**src/rtl/trng_vn_collector.sv**
```systemverilog
// rtl/trng_vn_collector.sv - TRNG raw-bit collector: synchronizer, von Neumann debias, word packer, repetition-count test
//
// Ports:
//   clk        system clock, rising edge
//   rst_n      asynchronous active-low reset
//   raw_bit    asynchronous raw oscillator bit
//   sample_en  one-cycle sample strobe
//   clr_flags  synchronous pulse clearing overrun, rct_fail and the run counter
//   out_data   packed debiased word (WIDTH bits, first emitted bit in bit 0)
//   out_valid  out_data holds an unconsumed word
//   out_ready  consumer accepts the word
//   overrun    sticky: a completed word was dropped
//   rct_fail   sticky: repetition-count test tripped
module trng_vn_collector #(
    parameter int SYNC_STAGES = 2,
    parameter int WIDTH       = 8,
    parameter int RCT_LIMIT   = 32
) (
    input  logic             clk,
    input  logic             rst_n,
    input  logic             raw_bit,
    input  logic             sample_en,
    input  logic             clr_flags,
    output logic [WIDTH-1:0] out_data,
    output logic             out_valid,
    input  logic             out_ready,
    output logic             overrun,
    output logic             rct_fail
);

    localparam int CW = (WIDTH > 1) ? $clog2(WIDTH) : 1;
    localparam int RW = $clog2(RCT_LIMIT + 1);

    typedef enum logic {
        PAIR_FIRST  = 1'b0,
        PAIR_SECOND = 1'b1
    } pair_state_t;

    logic [SYNC_STAGES-1:0] sync_q;
    logic                   s;
    pair_state_t            pair_state;
    logic                   pair_a;
    logic                   last_s;
    logic [RW-1:0]          run;
    logic [RW-1:0]          run_next;
    logic [CW-1:0]          bit_cnt;
    logic [WIDTH-1:0]       partial;
    logic [WIDTH-1:0]       word_next;
    logic                   take;
    logic                   emit;
    logic                   word_done;

    assign s = sync_q[SYNC_STAGES-1];

    // clr_flags has priority: a coincident sample is ignored entirely.
    assign take = sample_en & ~clr_flags;

    // Pair (a,s) emits a when the two differ: 10 -> 1, 01 -> 0.
    // Emitted bits are discarded while the health test is tripped, which
    // freezes the partial word and bit counter.
    assign emit      = take && (pair_state == PAIR_SECOND) && (pair_a != s) && !rct_fail;
    assign word_done = emit && (bit_cnt == CW'(WIDTH - 1));

    always_comb begin
        word_next          = partial;
        word_next[bit_cnt] = pair_a;
    end

    // run == 0 marks "no previous sample" (after reset or clr_flags).
    always_comb begin
        run_next = run;
        if (run == '0) begin
            run_next = RW'(1);
        end else if (s != last_s) begin
            run_next = RW'(1);
        end else if (run != RW'(RCT_LIMIT)) begin
            run_next = run + RW'(1);
        end
    end

    always_ff @(posedge clk or negedge rst_n) begin
        if (!rst_n) begin
            sync_q     <= '0;
            pair_state <= PAIR_FIRST;
            pair_a     <= 1'b0;
            last_s     <= 1'b0;
            run        <= '0;
            bit_cnt    <= '0;
            partial    <= '0;
            out_data   <= '0;
            out_valid  <= 1'b0;
            overrun    <= 1'b0;
            rct_fail   <= 1'b0;
        end else begin
            sync_q <= {sync_q[SYNC_STAGES-2:0], raw_bit};

            // Transfer retires the word; a load later in this block overrides it.
            if (out_valid && out_ready) begin
                out_valid <= 1'b0;
            end

            if (clr_flags) begin
                overrun    <= 1'b0;
                rct_fail   <= 1'b0;
                run        <= '0;
                pair_state <= PAIR_FIRST;
            end else if (take) begin
                run    <= run_next;
                last_s <= s;
                if (run_next == RW'(RCT_LIMIT)) begin
                    rct_fail <= 1'b1;
                end

                case (pair_state)
                    PAIR_FIRST: begin
                        pair_a     <= s;
                        pair_state <= PAIR_SECOND;
                    end
                    default: begin
                        pair_state <= PAIR_FIRST;
                    end
                endcase

                if (emit) begin
                    if (word_done) begin
                        bit_cnt <= '0;
                        partial <= '0;
                        if (!out_valid || out_ready) begin
                            out_data  <= word_next;
                            out_valid <= 1'b1;
                        end else begin
                            overrun <= 1'b1;
                        end
                    end else begin
                        bit_cnt <= bit_cnt + CW'(1);
                        partial <= word_next;
                    end
                end
            end
        end
    end

endmodule

```
**config.mk**
```make
export PLATFORM = sky130hd
export DESIGN_NAME = trng_vn_collector
export DESIGN_NICKNAME = d
export VERILOG_FILES = /design/src/rtl/trng_vn_collector.sv
export SDC_FILE = /design/constraint.sdc
export NUM_CORES = 1
export LEC_CHECK = 0
export BUFFER_PORTS_ARGS = -buffer_cell sky130_fd_sc_hd__buf_2
export CORE_ASPECT_RATIO = 0.7
export CORE_MARGIN = 10
export CORE_UTILIZATION = 25
export CTS_BUF_LIST = sky130_fd_sc_hd__clkbuf_2 sky130_fd_sc_hd__clkbuf_4 sky130_fd_sc_hd__clkbuf_8
export CTS_CLUSTER_DIAMETER = 100
export CTS_CLUSTER_SIZE = 24
export DETAILED_ROUTE_END_ITERATION = 16
export PLACE_DENSITY = 0.38
export SYNTH_ARGS = -nofsm -noshare
export SYNTH_HDL_FRONTEND = slang
export SYNTH_SLANG_ARGS = --single-unit
export TNS_END_PERCENT = 20
```
**constraint.sdc**
```tcl
create_clock -name clk -period 2.3 [get_ports clk]
set_input_delay 0.115 -clock clk [delete_from_list [all_inputs] [get_ports clk]]
set_output_delay 0.115 -clock clk [all_outputs]
set_load 0.02 [all_outputs]
```
==> run summary <==
outcome: complete, no violations
Req. time, crit path: 2.46 ns
Tot GR Track Use: 8.08%
RSZ-0062 raised after global routing: false
hold slack: 0.172 ns
Clk pin slew, worst setup/hold paths: 0.06 ns
post-synthesis sequential area ratio: 49.3%
Max FO, Critical Path: 7
Total Neg Setup Slack: 0 ns
Worst VDD drop: 0.254 mV
Worst path max stage delay: 0.50 ns
CORE AREA: 0.00637 mm^2
number of flops mapped to enable cells by yosys: 0
H-Tree Depth: 2
Total Power: 1.49 mW
synth cell count leaders: 33 x dfrtp_1, 18 x nand2_1, 15 x mux2i_1
TritonCTS clock tree: built
Critical Path AT: 2.21 ns
Post-synth ARST share: 100%
port bufs: 16
number of fill cells: 681
Die Ht: 88.5 um
clk_lat worst skew: 0.28 ns
max-cap check violation count: 0
Mapped Nets: 172
row cnt: 24
final std cells w/o fill: 279
Final setup viols: 0
Max-slew headroom: 48.8%
detailed placer's ending HPWL: 2720 um
P_sw: 0.439 mW
Clk pwr share: 30.1%
first-pass GRT wire length: 6750 um
Routed wire per std cell: 13.8 um
Root Buffer: clkbuf_8
Place WS: 0.236 ns
initial DRC count: 99
worst slew pin tran: 0.767 ns
Top Ports: 17
CTS buffer count: 5
Final Util: 31.6%
Cells after Synth: 162
cell taking the most area after synthesis: dfrtp_1
#FFs+latches synth: 33
share of the synthesized area in the top cell type: 49.3%
Setup crit start kind: flop
most common cell in the netlist: dfrtp_1
DRT Pass-1 Iters: 4
Synth cell types: 37
initial antenna violation count: 0
period utilization: 89.5%
kind of critical path: flop to flop
CP max-delay cell: or4b_4
DRC errors left: 0
WL final: 3840 um
ANT cells: 0
largest net degree at the start of global routing: 34
sw frac: 29.5%
ys flop type: dfrtp_1
Synth Cell Area: 0.00168 mm^2
Clock Skew: 0.00462 ns
die width: 118 um
Final Instance Area: 0.00201 mm^2
worst setup margin: 0.241 ns
share of cells above drive strength 1: 22.3%
Syn-to-layout area delta: 19.9%
Hold Vio Cnt, Final: 0
clock buffer depth: 2
Ys Warns: 0
Clock Sinks: 33
Leak: 0.968 nW
Area contributors post-synth: dfrtp_1 49%, mux2i_1 9.0%, nand2_1 4.0%
Gate power share: 23.2%
via count: 1231
Post-Place Cell Area: 0.00190 mm^2
grt ovf: 0
die area: 0.0104 mm^2
P_int: 1.05 mW
worst min-delay path class: input port to flop
GP Congestion: 0.792
number of vias per cell: 4.41
Initial Util: 26.3%
CP Capture Type: flop
placed cell count: 269
post-route minimum period: 2.06 ns
max frequency: 486 MHz
post-route ant nets: 0
power per cell area: 741 mW/mm^2
setup bufs post-CTS: 0
sequential power share: 46.7%
Slew Limit Fails: 0
critical-path cell list: xnor2_1, or4b_4, or4_4, buf_4, mux2i_1
fin nets: 197
vias in the first global route: 1245
syn_area_per_cell: 10.3 um^2
layout make-up:
class	count	area [um^2]	share of cell area [%]
Sequential cell	33	826	41.1
Inverter	11	41.3	2.05
Multi-Input combinational cell	108	762	37.9
Timing Repair Buffer	28	175	8.72
Tap cell	91	114	5.67
Clock buffer	8	91.3	4.55
cell families after synthesis:
| group | Yosys count | share of synthesized area, % |
|---|---|---|
| compound gates | 26 | 9.34 |
| xor+xnor | 7 | 3.66 |
| fa+ha+maj | 4 | 2.99 |
| buf+inv | 21 | 5.23 |
| flops | 33 | 49.3 |
| mux | 20 | 12.5 |
| simple gates | 51 | 17.0 |
routing by layer:
layer  share of wire (%)  up-vias  GRT usage [%]
li1                    -      612              -
met1                  56      586           11.8
met2                  37       28           10.7
met3                 5.5        5           2.42
met4                 1.0        0           3.02
met5                   0        -              0
power by group through the flow:
stage	Sequential, mW	Clock [mW]	Combinational (mW)
2_1_floorplan	0.683	0	0.251
3_3_place_gp	0.703	0	0.342
3_5_place_dp	0.705	0	0.349
4_1_cts	0.695	0.468	0.351
5_1_grt	0.704	0.495	0.403
6_report	0.695	0.449	0.346
placed cells by master, fill, tap and decap left out, types with 5 or more instances in the layout:
cell / count
o21ai_0: 11
buf_4: 10
nand2_1: 18
dfrtp_1: 33
nor2_1: 5
inv_1: 11
mux2i_1: 15
nand3_1: 6
clkbuf_8: 5
buf_2: 16
a21oi_1: 6
worst paths after layout:
path	startpoint	to	slack, ns	depth (start not counted)
min in group asynchronous	rst_n	run[1]	0.45	2
min reg2reg	sync_q[0]	sync_q[1]	0.36	0
max	sync_q[1]	out_data[4]	0.24	5
max in group asynchronous	rst_n	bit_cnt[2]	1.36	2
min	out_ready	out_valid	0.17	3
max reg2reg	sync_q[1]	out_data[4]	0.24	5
flip-flops by register name (all words and copies together) (netlist names):
register / cells
bit_cnt: 3
last_s: 1
out_data: 8
out_valid: 1
overrun: 1
pair_a: 1
pair_state: 1
partial: 8
rct_fail: 1
run: 6
sync_q: 2
critical path: cells and delay by family, from the launching register on:
family / cells / cell delay, ns
xor gates and xnor gates: 1 / 0.18
buffers and inverters: 1 / 0.20
muxes: 1 / 0.13
DFF: 1 / 0.43
and+or+nand+nor: 2 / 1.00
repair_timing:
item / 4_1_cts / 5_1_grt
endpoints found under the hold margin: 34 / 0
hold buffers: 2 / 0
setup endpoints to repair: 0 / 0
resized for setup: 0 / 0
Note: power is estimated with default switching activity, not from simulation.
